### config.mk
export PLATFORM = sky130hd
export DESIGN_NAME = uart_rx_fifo
export DESIGN_NICKNAME = d
export VERILOG_FILES = /design/src/rtl/uart_rx_fifo.sv
export SDC_FILE = /design/constraint.sdc
export NUM_CORES = 1
export LEC_CHECK = 0
export CAP_MARGIN = 10
export CORE_MARGIN = 2
export CORE_UTILIZATION = 45
export DETAILED_ROUTE_END_ITERATION = 10
export HOLD_SLACK_MARGIN = 0.15
export PLACE_DENSITY_LB_ADDON = 0.05
export SLEW_MARGIN = 20
export SYNTH_ARGS = -nofsm -noshare
export SYNTH_HDL_FRONTEND = slang
export SYNTH_SLANG_ARGS = --single-unit
### constraint.sdc
create_clock -name clk -period 3.4 [get_ports clk]
set_input_delay 0.34 -clock clk [delete_from_list [all_inputs] [get_ports clk]]
set_output_delay 0.34 -clock clk [all_outputs]
set_load 0.005 [all_outputs]
### src/rtl/uart_rx_fifo.sv
// Receive-side byte FIFO between the UART receiver and the bus register block.
// First-word-fall-through: the head entry is always driven on rd_data (zero while empty).
// Status outputs: empty, full, count and a sticky overflow flag.
module uart_rx_fifo #(
    parameter int unsigned WIDTH      = 8,
    parameter int unsigned DEPTH_LOG2 = 4
) (
    input  logic                  clk,
    input  logic                  rst,
    input  logic [WIDTH-1:0]      wr_data,
    input  logic                  wr_strobe,
    input  logic                  rd_strobe,
    input  logic                  clr_overflow,
    output logic [WIDTH-1:0]      rd_data,
    output logic                  empty,
    output logic                  full,
    output logic [DEPTH_LOG2:0]   count,
    output logic                  overflow
);

    localparam int unsigned          Depth    = 2 ** DEPTH_LOG2;
    localparam logic [DEPTH_LOG2:0]  MaxCount = (DEPTH_LOG2 + 1)'(Depth);
    localparam logic [DEPTH_LOG2:0]  OneCount = (DEPTH_LOG2 + 1)'(1);
    localparam logic [DEPTH_LOG2-1:0] OnePtr  = DEPTH_LOG2'(1);

    logic [WIDTH-1:0]      mem [Depth];
    logic [DEPTH_LOG2-1:0] wr_ptr_q, wr_ptr_d;
    logic [DEPTH_LOG2-1:0] rd_ptr_q, rd_ptr_d;
    logic [DEPTH_LOG2:0]   count_q, count_d;
    logic                  overflow_q, overflow_d;
    logic                  push_ok, pop_ok, push_drop;

    // Status and head data straight from registered state.
    always_comb begin
        empty    = (count_q == '0);
        full     = (count_q == MaxCount);
        count    = count_q;
        overflow = overflow_q;
        rd_data  = empty ? '0 : mem[rd_ptr_q];
    end

    // Accept/drop decisions and next-state for pointers, count and overflow.
    always_comb begin
        // A pop frees the slot the push needs, so push+pop on full is legal.
        push_ok   = wr_strobe & (~full | rd_strobe);
        pop_ok    = rd_strobe & ~empty;
        push_drop = wr_strobe & ~push_ok;

        wr_ptr_d   = wr_ptr_q;
        rd_ptr_d   = rd_ptr_q;
        count_d    = count_q;
        overflow_d = overflow_q;

        if (push_ok) begin
            wr_ptr_d = wr_ptr_q + OnePtr;
        end
        if (pop_ok) begin
            rd_ptr_d = rd_ptr_q + OnePtr;
        end

        unique case ({push_ok, pop_ok})
            2'b10:   count_d = count_q + OneCount;
            2'b01:   count_d = count_q - OneCount;
            default: count_d = count_q;
        endcase

        // Set wins over clear in the same cycle.
        if (push_drop) begin
            overflow_d = 1'b1;
        end else if (clr_overflow) begin
            overflow_d = 1'b0;
        end
    end

    // Control state register with synchronous reset.
    always_ff @(posedge clk) begin
        if (rst) begin
            wr_ptr_q   <= '0;
            rd_ptr_q   <= '0;
            count_q    <= '0;
            overflow_q <= 1'b0;
        end else begin
            wr_ptr_q   <= wr_ptr_d;
            rd_ptr_q   <= rd_ptr_d;
            count_q    <= count_d;
            overflow_q <= overflow_d;
        end
    end

    // Storage array; contents are left alone by reset.
    always_ff @(posedge clk) begin
        if (!rst && push_ok) begin
            mem[wr_ptr_q] <= wr_data;
        end
    end

endmodule

Yosys cells after proc, flatten, opt, wreduce, memory -nomap -nowiden
Memories as Yosys holds them, arrays and structs flattened. A register that Yosys moved wholly into a read port is not among the register bits.
Index checks and enable logic that the tools add are counted.
Widths: inputs -> output; s select.
{ "totals": {"mem_count": 1, "mem_bits_rw": 128, "input_bits": 13, "romBits": 0, "wordCells": 32, "output_inout_bits": 16, "latch_bits": 0, "regBits": 14} }
{ "classes": {"eq_ne": 3, "mux": 8, "reduce_logical": 5, "order_cmp": 0, "mul": 0, "bitwise_logic": 7, "addsub": 4, "n_shift": 0, "div_mod_pow": 0} }
{ "memory_table": {"columns": ["name", "depth", "width", "read_ports", "rd_clocked_by_memory_dff", "write_ports", "line", "text"], "rows": [
  ["mem", 16, 8, 1, 1, 1, "26", "logic [WIDTH-1:0] mem [Depth];"]
]} }
{ "op_table": {"columns": ["cell", "count"], "rows": [
  ["$pmux 5 s2", 1],
  ["$add 4x1->4 const B", 2],
  ["$mux 4", 2],
  ["$mux 8", 1],
  ["$add 5x1->5 const B", 1],
  ["$eq 5x5->1 const B", 1],
  ["$logic_not 5->1", 1],
  ["$sub 5x1->5 const B", 1],
  ["$mux 1", 4],
  ["$reduce_bool 2->1", 2],
  ["$and 1x1->1", 3],
  ["$not 1->1", 3],
  ["$eq 2x1->1 const B", 1],
  ["$eq 2x2->1 const B", 1],
  ["$logic_and 1x1->1", 1],
  ["$logic_not 1->1", 1],
  ["$or 1x1->1", 1]
]} }

Longest topological paths before layout
{ "logic_depth": {"depth_word": 7, "ltp_mapped": 13, "mapped_depth_nobuf": 10} }

Worst setup path after synthesis
OpenSTA, ideal clock, no wires.
{ "synth_timing": {"path_kind": "register -> register", "start": "register count_q[0] (netlist: count[0])", "end": "register count_q[4] (netlist: count[4])", "arrival_time_ps": 3037, "path_slack_ps": 236, "stages_incl_launch_ff": 14, "path_buffers": 3, "t_required_ps": 3273, "setup_ps": 127, "synth_period_minus_slack_ps": 3164, "cell_sequence": "dfxtp_1 > or4_1 > buf_2 > o31a_1 > buf_6 > inv_1 > ha_1 > clkbuf_1 > xor2_1 > ha_1 > a21oi_1 > a221oi_1 > a221o_1 > or3_1"} }
{ "synth_via": {"elab_chain_cells": 6, "elab_cells_between_ends": 13, "classes_between": "add/sub: 2; eq/ne: 3; mux: 1; bitwise: 5; reduce/logical: 2"} }
{ "synth_lines": {"columns": ["item", "line", "text"], "rows": [
  ["from (decl)", "29", "logic [DEPTH_LOG2:0] count_q, count_d;"],
  ["from (signal assigned)", "85", "count_q <= count_d;"],
  ["$eq 5x5->1", "36", "full = (count_q == MaxCount);"],
  ["$not 1->1", "45", "push_ok = wr_strobe & (~full | rd_strobe);"],
  ["$or 1x1->1", "45", null],
  ["$and 1x1->1", "45", null],
  ["$eq 2x1->1 / $eq 2x2->1 (equally long branches)", "61", "unique case ({push_ok, pop_ok})"],
  ["$pmux 5 s2 / $reduce_bool 2->1 (equally long branches)", null, null]
]} }
Parallel ways exist; a longest one is shown, timed or not.
A chain may end at the register's enable or synchronous reset.

Final worst setup path
Same ends and word-level chain as after synthesis.

==> metrics.txt <==
worst-margin pin slew 0.614 ns; clock share of power 0.331; Yosys reg bits 146; cell-internal power 3.65 mW; Reg-to-Reg End count[4]; multi-input logic area 1620 sq um; period utilisation layout 0.944; crit path launch count[0]; DRT Wirelength 11800 um; share of cells above drive strength 1 0.223; Fillers 1065; Synth Cell Area 5950 sq um; Rows 42; Critical Path Source Type flip-flop; post-synthesis sequential area ratio 0.707; Synth Instances 334; total negative setup slack 0 ns; Final min period 3.21 ns; DRT antenna net count 0; DR pass1 iterations 4; Seq. cell area 4210 sq um; remaining global-route overflow 0; 1st-iter DRT viols 295; outcome complete, no violations; Final #Nets 410; Worst Setup Path Type flip-flop to flip-flop; Critical Path Sink Type flip-flop; Worst path slowest cell or4_1; Post-Layout Cell Count 575; # diodes 0; total CTS buffers 17; total core area 13100 sq um; Top Ports 29; fin worst setup slack 0.192 ns; Slew Viols, Final 0; Die Y 119 um; setup violators final 0; initial antenna violation count 0; R2R Setup Slk 0.19 ns; Fmax achieved 312 MHz; clock latency on the worst-skew pair 0.43 ns; Hold WS 0.528 ns; Max VDD drop 383 uV; cells on worst reg2reg path 10; P&R area growth vs syn 19.3%; first-pass GRT wire length 18700 um; crit path capture count[4]; switching share of power 0.267; unrepaired setup endpoints after global routing false; Die W 119 um; DPL Wire Length 7570 um; Max Buffers Root-to-Sink 2; Max-Cap Viols 0; Hold Violations, Final 0; Critical Path Fanout Max 10; # clock sinks 146; Gate power share 0.240; most frequent cells in the layout edfxtp_1, mux4_2, clkdlybuf4s50_1, nor2_1, buf_4; vias in the first global route 3247; hold buffers post-CTS 0; post-route cell area 7090 sq um; Lkg Pwr 2.30 nW; Syn. warnings 0; pin count of the biggest net entering global routing 22; drc violations 0; Min-Delay Path Class flip-flop to flip-flop; Worst EP required 3.71 ns; crit-path cells or4_1 -> o31a_1 -> inv_1 -> ha_2 -> xor2_1 -> ha_1 -> a21oi_1 -> a221oi_1 -> nor4_1 -> or3_1; Place WS 0.191 ns; Crit Reg-Reg Startpoint count[0]; Starting Density 0.454; Worst path max stage delay 0.71 ns; H-Tree Depth 4; die area 14200 sq um; Post-Route Skew 0.00593 ns; Final GP Congestion 0.817; Buffers on Ports 28; arrival time worst endpoint 3.51 ns; register share of total power 0.429; Sw Pwr 1.33 mW; commonest non-fill, non-tap cell in the layout edfxtp_1; root buffer cell clkbuf_16; Yosys cell types 45; via/cell ratio 5.36; mean area per synthesized cell 17.8 sq um; GRT Util Overall 0.184; clk slew on worst S/H paths 0.06 ns; Routed WL per cell 20.5 um; pwr/cell area 703 nW/um^2; Post-Place Cells 545; Placement Cell Area 6580 sq um; via count 3081; Slew HR 0.590; Syn Nets 356; CTS tree built
power by group through the flow:
stage                     registers [mW]  logic [mW]  clock network (mW)
after CTS                           2.15        1.22                1.68
after global routing                2.16        1.31                1.74
final                               2.14        1.20                1.65
after detailed placement            2.18        1.21                   0
after floorplan                     2.11       0.760                   0
after global placement              2.18        1.20                   0
how the worst min path moves through the flow:
stage | startpoint | end | cells past startpoint
global route | clr_overflow | overflow | 4
floorplan | wr_data[0] | mem[0][0] | 0
finish | overflow | overflow | 2
detailed placement | overflow | overflow | 2
global placement | overflow | overflow | 2
CTS | clr_overflow | overflow | 4
sequential cells by signal, summed over array words and instances, names as in the netlist, named ones only:
| name | flops |
|---|---|
| rd_ptr_q | 4 |
| overflow | 1 |
| wr_ptr_q | 4 |
| count | 5 |
| mem | 128 |
critical path: cells and delay by family (launching register included):
family | cells | cell delay (ns)
AO/OA/AOI/OAI | 3 | 0.83
XOR/XNOR | 1 | 0.17
adder cells (fa/ha/maj) | 2 | 0.47
buffers and inverters | 1 | 0.09
flip-flops | 1 | 0.37
AND/OR/NAND/NOR | 3 | 1.16
synthesized netlist by cell type (all sizes together):
cell | count | area share
o21ai | 3 | 0.0032
a21oi | 3 | 0.0032
a32oi | 1 | 0.0015
o311ai | 1 | 0.0044
o21a | 2 | 0.0025
nand2b | 1 | 0.0011
xnor2 | 2 | 0.0029
edfxtp | 128 | 0.65
nand3 | 3 | 0.0025
nand4 | 1 | 0.0011
o22ai | 1 | 0.0011
nand3b | 1 | 0.0013
a211oi | 16 | 0.020
clkbuf | 8 | 0.0053
xor2 | 5 | 0.0074
ha | 9 | 0.019
nand2 | 8 | 0.0050
nand4bb | 1 | 0.0019
nor2 | 25 | 0.016
or3 | 3 | 0.0032
and3 | 2 | 0.0021
nor4b | 2 | 0.0029
nand4b | 1 | 0.0015
a221o | 1 | 0.0017
o221ai | 1 | 0.0015
a221oi | 1 | 0.0015
o211ai | 1 | 0.0013
o31a | 1 | 0.0015
nor4 | 1 | 0.0011
inv | 9 | 0.0057
nor2b | 8 | 0.0084
or4 | 1 | 0.0013
dfxtp | 18 | 0.061
buf | 12 | 0.011
nor3b | 2 | 0.0025
mux2i | 11 | 0.019
a31o | 1 | 0.0015
nor3 | 7 | 0.0059
mux4 | 32 | 0.12
per-stage QoR:
step / power (mW) / util
floorplan: 2.87 / -
global route: 5.21 / 0.542
detailed placement: 3.39 / 0.503
finish: 4.99 / 0.542
CTS: 5.04 / 0.542
global placement: 3.38 / 0.503
routing by layer:
metal,vias up,share of wire,wire (um),global-route usage
met3,15,0.035,407,0.0541
met5,-,0,0,0
li1,1435,-,-,-
met4,0,0.017,201,0.0714
met1,1574,0.45,5280,0.233
met2,57,0.50,5900,0.300
final cells by class:
type                       instances  area share
sequential                       146       0.593
multi-input combinational        159       0.228
clock buffer                      21      0.0621
clock inverter                     9     0.00953
timing repair buffer              55      0.0716
inverter                           9     0.00476
tap                              176      0.0311
what timing repair did:
item	4_1_cts	5_1_grt
setup buffers	0	0
gates resized for setup	0	1
endpoints found under the setup margin	0	1
cell families after synthesis:
group,after synthesis,synth area share
compound gates,33,0.0448
xor+xnor,7,0.0103
fa+ha+maj,9,0.0189
buf+inv,29,0.0219
flops,146,0.707
mux,43,0.140
simple gates,67,0.0574
(Power assumes the default switching activity.)
